===== src/rtl/motion_executor.sv =====
// rtl/motion_executor.sv - driving-mode command responder: motor/light outputs with timed turns
// Optional macro TURN_BLINK_EN: blink the active turn light every BLINK_TICKS ticks during TURN.
module motion_executor #(
   parameter int TICK_DIV     = 2000000,
   parameter int TURN_TICKS   = 200,
   parameter int SETTLE_TICKS = 10,
   parameter int BLINK_TICKS  = 25
) (
   input  logic       sys_clk,
   input  logic       rst,
   input  logic       power,
   input  logic       cmd_valid,
   input  logic [3:0] cmd,
   output logic       cmd_ready,
   output logic       done,
   output logic       busy,
   output logic       move_forward_signal,
   output logic       move_backward_signal,
   output logic       turn_left_signal,
   output logic       turn_right_signal,
   output logic       move_forward_light,
   output logic       move_backward_light,
   output logic       turn_left_light,
   output logic       turn_right_light
);

   localparam int DW = $clog2(TICK_DIV + 1);
   localparam int TW = $clog2(TURN_TICKS + 1);
   localparam int SW = $clog2(SETTLE_TICKS + 1);
   localparam int BW = $clog2(BLINK_TICKS + 1);

`ifdef TURN_BLINK_EN
   localparam logic BLINK_EN = 1'b1;
`else
   localparam logic BLINK_EN = 1'b0;
`endif

   typedef enum logic [2:0] {IDLE, FWD, BACK, TURN, SETTLE} state_t;
   typedef enum logic [1:0] {P_NONE, P_FWD, P_BACK} pend_t;

   state_t        state_q, state_d;
   pend_t         pend_q, pend_d;
   logic          dir_q, dir_d;          // 0 = left, 1 = right
   logic [DW-1:0] div_q, div_d;
   logic [TW-1:0] turn_cnt_q, turn_cnt_d;
   logic [SW-1:0] settle_cnt_q, settle_cnt_d;
   logic [BW-1:0] blink_cnt_q, blink_cnt_d;
   logic          blink_q, blink_d;
   logic          done_q, done_d;
   logic          fwd_q, fwd_d, back_q, back_d, left_q, left_d, right_q, right_d;
   logic          fl_q, bl_q, ll_q, rl_q, ll_d, rl_d;
   logic          tick, accept;

   assign cmd_ready = power && (state_q == IDLE || state_q == FWD || state_q == BACK);
   assign busy      = (state_q == TURN) || (state_q == SETTLE);
   assign accept    = cmd_valid && cmd_ready;
   assign tick      = (div_q == DW'(TICK_DIV - 1));

   always_comb begin
      state_d      = state_q;
      pend_d       = pend_q;
      dir_d        = dir_q;
      div_d        = tick ? '0 : div_q + DW'(1);
      turn_cnt_d   = turn_cnt_q;
      settle_cnt_d = settle_cnt_q;
      blink_cnt_d  = blink_cnt_q;
      blink_d      = blink_q;
      done_d       = 1'b0;

      case (state_q)
         IDLE, FWD, BACK: begin
            if (accept) begin
               pend_d = P_NONE;
               case (cmd)
                  4'b0001: begin
                     if (state_q == BACK) begin
                        state_d = IDLE;
                        pend_d  = P_FWD;
                     end else begin
                        state_d = FWD;
                     end
                  end
                  4'b0010: begin
                     if (state_q == FWD) begin
                        state_d = IDLE;
                        pend_d  = P_BACK;
                     end else begin
                        state_d = BACK;
                     end
                  end
                  4'b0100, 4'b1000: begin
                     state_d     = TURN;
                     dir_d       = cmd[3];
                     turn_cnt_d  = '0;
                     blink_cnt_d = '0;
                     blink_d     = 1'b1;
                  end
                  default: state_d = IDLE;
               endcase
            end else if (state_q == IDLE && pend_q != P_NONE) begin
               // second half of a direct reversal: one stopped cycle has elapsed
               state_d = (pend_q == P_FWD) ? FWD : BACK;
               pend_d  = P_NONE;
            end
         end
         TURN: begin
            if (tick) begin
               if (turn_cnt_q == TW'(TURN_TICKS - 1)) begin
                  state_d      = SETTLE;
                  settle_cnt_d = '0;
               end else begin
                  turn_cnt_d = turn_cnt_q + TW'(1);
               end
               if (blink_cnt_q == BW'(BLINK_TICKS - 1)) begin
                  blink_cnt_d = '0;
                  blink_d     = ~blink_q;
               end else begin
                  blink_cnt_d = blink_cnt_q + BW'(1);
               end
            end
         end
         SETTLE: begin
            if (tick) begin
               if (settle_cnt_q == SW'(SETTLE_TICKS - 1)) begin
                  state_d = IDLE;
                  done_d  = 1'b1;
               end else begin
                  settle_cnt_d = settle_cnt_q + SW'(1);
               end
            end
         end
         default: state_d = IDLE;
      endcase

      if (!power) begin
         state_d      = IDLE;
         pend_d       = P_NONE;
         turn_cnt_d   = '0;
         settle_cnt_d = '0;
         blink_cnt_d  = '0;
         blink_d      = 1'b0;
         done_d       = 1'b0;
      end

      // outputs are registered from the next state so they track state_q exactly
      fwd_d   = (state_d == FWD);
      back_d  = (state_d == BACK);
      left_d  = (state_d == TURN) && !dir_d;
      right_d = (state_d == TURN) && dir_d;
      ll_d    = left_d && (blink_d || !BLINK_EN);
      rl_d    = right_d && (blink_d || !BLINK_EN);
   end

   always_ff @(posedge sys_clk) begin
      if (!rst) begin
         state_q      <= IDLE;
         pend_q       <= P_NONE;
         dir_q        <= 1'b0;
         div_q        <= '0;
         turn_cnt_q   <= '0;
         settle_cnt_q <= '0;
         blink_cnt_q  <= '0;
         blink_q      <= 1'b0;
         done_q       <= 1'b0;
         fwd_q        <= 1'b0;
         back_q       <= 1'b0;
         left_q       <= 1'b0;
         right_q      <= 1'b0;
         fl_q         <= 1'b0;
         bl_q         <= 1'b0;
         ll_q         <= 1'b0;
         rl_q         <= 1'b0;
      end else begin
         state_q      <= state_d;
         pend_q       <= pend_d;
         dir_q        <= dir_d;
         div_q        <= div_d;
         turn_cnt_q   <= turn_cnt_d;
         settle_cnt_q <= settle_cnt_d;
         blink_cnt_q  <= blink_cnt_d;
         blink_q      <= blink_d;
         done_q       <= done_d;
         fwd_q        <= fwd_d;
         back_q       <= back_d;
         left_q       <= left_d;
         right_q      <= right_d;
         fl_q         <= fwd_d;
         bl_q         <= back_d;
         ll_q         <= ll_d;
         rl_q         <= rl_d;
      end
   end

   assign done                 = done_q;
   assign move_forward_signal  = fwd_q;
   assign move_backward_signal = back_q;
   assign turn_left_signal     = left_q;
   assign turn_right_signal    = right_q;
   assign move_forward_light   = fl_q;
   assign move_backward_light  = bl_q;
   assign turn_left_light      = ll_q;
   assign turn_right_light     = rl_q;

endmodule


===== config.mk =====
export PLATFORM = sky130hd
export DESIGN_NAME = motion_executor
export DESIGN_NICKNAME = d
export VERILOG_FILES = /design/src/rtl/motion_executor.sv
export SDC_FILE = /design/constraint.sdc
export NUM_CORES = 1
export LEC_CHECK = 0
export CORE_ASPECT_RATIO = 0.6
export CORE_MARGIN = 1.5
export CORE_UTILIZATION = 51
export CTS_CLUSTER_SIZE = 24
export DETAILED_ROUTE_END_ITERATION = 10
export GPL_TIMING_DRIVEN = 0
export PLACE_DENSITY = 0.86
export SETUP_SLACK_MARGIN = 0.15
export SYNTH_ARGS = -nofsm -noshare
export SYNTH_HDL_FRONTEND = slang
export SYNTH_SLANG_ARGS = --single-unit

===== constraint.sdc =====
create_clock -name sys_clk -period 2.36 [get_ports sys_clk]
set_input_delay 0.236 -clock sys_clk [delete_from_list [all_inputs] [get_ports sys_clk]]
set_output_delay 0.236 -clock sys_clk [all_outputs]
set_load 0.02 [all_outputs]

==> flow_summary.json <==
{
  "die_h_um": 54.2,
  "tritoncts": "done",
  "clkSlewWorstSetupHoldPaths_ps": 90,
  "place_inst": 338,
  "synth_top_area_share": 0.395,
  "cellLeakagePower_nw": 0.976,
  "synth_compound_area_frac": 0.121,
  "synthMuxAreaShare": 0,
  "ys_types": 48,
  "core_region_area_sq_um": 4140,
  "ant_nets": 0,
  "ff2ff_path_depth": 6,
  "finalPower_mw": 1.43,
  "root_buffer": "clkbuf_8",
  "cts_buffers": 5,
  "drt_iter0_drc": 90,
  "overflow": 0,
  "ir_drop_uv": 279,
  "synth_edf_count": 0,
  "synth_area_leader_cell": "dfxtp_1",
  "final_cells": 356,
  "yosys.area_share.simple": 0.333,
  "ios": 19,
  "grt_pass1_vias": 1821,
  "syn_avg_cell_area_sq_um": 8.55,
  "drt_wl_total_um": 5200,
  "fmax_mhz": 435,
  "clk_path_buf_depth": 2,
  "crit_path_end_kind": "register",
  "critPathKind": "register to register",
  "n_antenna_cell": 0,
  "crit_path_cell_trace": "or4b_4 -> nor4_4 -> a21oi_2 -> buf_6 -> or4b_1 -> a21oi_1",
  "max_slew_margin": 0.445,
  "synth_top_cells_by_area": "dfxtp_1, nor2_1, xor2_1",
  "reg2reg_from": "div_q[12]",
  "drcViolationCount": 0,
  "async_flop_share": 0,
  "crit_start": "div_q[12]",
  "cp.depth": 6,
  "first_pass_iters": 4,
  "drive_gt1_frac": 0.166,
  "synthCells": 261,
  "hpwl_um": 3450,
  "layout_min_cycle_time_ps": 2300,
  "syn_area_sq_um": 2230,
  "grt_start_max_net_pins": 16,
  "num_vias": 2039,
  "gr-usage-all-layers": 0.226,
  "fp.dieArea_sq_um": 4790,
  "cap_viol_max_count": 0,
  "portBuffers": 17,
  "start_kind": "register",
  "cts_num_sinks": 44,
  "drv_slew": 0,
  "cp.arrival_ps": 2530,
  "start_util": 0.538,
  "path_delay_family": "simple AND/OR/NAND/NOR gates",
  "pre_cts_slack_ps": -292,
  "synthFlopType": "dfxtp_1",
  "worst_r2r_endpoint": "turn_cnt_q[5]",
  "nNetsFinal": 307,
  "die_w_um": 88.4,
  "synth_top_family_by_area": "simple AND/OR/NAND/NOR gates",
  "r2r_setup_slack_ps": 60,
  "antenna_found_initial": 0,
  "ys_seq_area_frac": 0.395,
  "num_rows": 18,
  "whs_ps": 391,
  "status": "complete, no violations",
  "setup_viol": 0,
  "p_per_area_nw_per_um2": 527,
  "grt_first_pass_wirelength_um": 8170,
  "grt_setup_unrepaired": "true",
  "finalCritPeriodShare": 0.973,
  "cp_max_fo": 8,
  "finalHoldViolations": 0,
  "critPathMaxStageDelay_ps": 540,
  "crit_slowest_cell": "or4b_4",
  "htree_levels": 2,
  "crit_buf_inv": 1,
  "viasPerCell": 5.73,
  "syn_to_final_growth_pct": 21.8,
  "hp-class": "primary input to register",
  "synth_seq_cells": 44,
  "cp_data_required_time_ps": 2590,
  "clock_latency_ps": 310,
  "wl_per_cell_um": 14.6,
  "clock_skew_ps": 11.1,
  "worst-slew-pin-transition_ps": 825,
  "crit_end": "turn_cnt_q[5]",
  "yosys_warnings": 0,
  "synth_xor_area_frac": 0.0864,
  "syn_nets": 273,
  "synth_fa_ha_area_frac": 0.0224,
  "fin_ws_ps": 63.4,
  "fillers": 346,
  "gp_congestion": 0.897
}
-- worst register-to-register path, stage by stage, from the launching register on --
cell and delay, ps:
dfxtp_2 340, or4b_4 540, nor4_4 420, a21oi_2 130, buf_6 150, or4b_1 500, a21oi_1 150
-- worst min path at each step --
stage / start / endpoint / depth (start not counted)
6_report: power / turn_cnt_q[0] / 3
5_1_grt: power / turn_cnt_q[0] / 3
4_1_cts: power / turn_cnt_q[0] / 3
3_5_place_dp: div_q[0] / div_q[0] / 1
3_3_place_gp: div_q[0] / div_q[0] / 1
2_1_floorplan: cmd[3] / turn_right_light / 2
-- layout make-up --
class	count	area, sq um	share of cell area
multi-input combinational	198	1280	0.473
sequential	44	890	0.327
timing repair buffer	27	248	0.0912
buffer	15	88.8	0.0327
tap	60	75.1	0.0276
clock buffer	5	68.8	0.0253
clock inverter	3	47.5	0.0175
inverter	4	15.0	0.00553
-- sequential cells by signal, indices dropped and copies added (netlist names) --
| name | flops |
|---|---|
| dir_q | 1 |
| div_q | 21 |
| done | 1 |
| move_backward_light | 1 |
| move_forward_light | 1 |
| pend_q | 2 |
| settle_cnt_q | 4 |
| state_q | 3 |
| turn_cnt_q | 8 |
| turn_left_light | 1 |
| turn_right_light | 1 |
-- logic make-up after synthesis --
logic type,Yosys count
AND/OR/NAND/NOR,131
flip-flops,44
adder cells (fa/ha/maj),4
AO/OA/AOI/OAI,41
buffers and inverters,19
XOR/XNOR,22
-- power by group --
| group | switching [mW] | total (mW) | internal, mW |
|---|---|---|---|
| clock | 0.284 | 0.603 | 0.319 |
| combinational | 0.0441 | 0.0764 | 0.0323 |
| sequential | 0.00545 | 0.752 | 0.747 |
-- through the flow --
stage | cell area [sq um] | utilization | TNS (ps)
detailed placement | 2480 | 0.598 | -1630
finish | 2720 | 0.655 | 0
floorplan | 2230 | - | 0
global route | 2720 | 0.655 | 0
CTS | 2660 | 0.643 | 0
global placement | 2480 | 0.598 | -877
-- cell usage in the layout, fill, tap and decap left out, types with 5 or more instances in the layout --
master | netlist | final
nand4_1 | 8 | 8
clkbuf_8 | 0 | 5
nand2_1 | 20 | 19
nor2_1 | 31 | 30
clkdlybuf4s50_1 | 0 | 16
and3_1 | 6 | 6
nor3_1 | 6 | 6
a21oi_1 | 17 | 16
dfxtp_1 | 44 | 39
xnor2_1 | 9 | 9
nand3_1 | 19 | 19
buf_4 | 4 | 14
xor2_1 | 13 | 13
-- per-layer routing --
metal  vias to the layer above  track usage  wire length [um]
li1                       1009            -                 -
met1                       939        0.309              2500
met2                        74        0.332              2230
met3                        17       0.0618               346
met4                         0        0.112               111
met5                         -            0                 0
-- synthesized netlist by cell type (2+ instances only) --
library cell   n
or2_2          2
xnor2_1        9
or4_1          3
nor4_1         3
o2111ai_1      2
buf_4          4
o211ai_1       4
o31ai_1        4
and3_1         6
dfxtp_1       44
o41ai_1        3
clkbuf_1       9
ha_1           4
nor2_1        31
xor2_1        13
or4b_1         5
nor2b_1        3
nand3_1       19
or3_1          3
a2bb2oi_1      2
nor3_1         6
and4_1         3
a21oi_1       17
inv_1          4
nor4bb_1       2
nor4b_1        2
nand3b_1       2
o21ai_0        3
nand4_1        8
and2_1         4
nand2_1       20
-- repair_timing --
item / CTS / global route
pin swaps: 8 / 5
gates cloned: 0 / 0
endpoints found under the setup margin: 17 / 18
endpoints found under the hold margin: 0 / 0
setup buffers: 7 / 3
hold buffers: 0 / 0
resized for setup: 12 / 14
No activity file was read; power rests on OpenSTA's default activity.
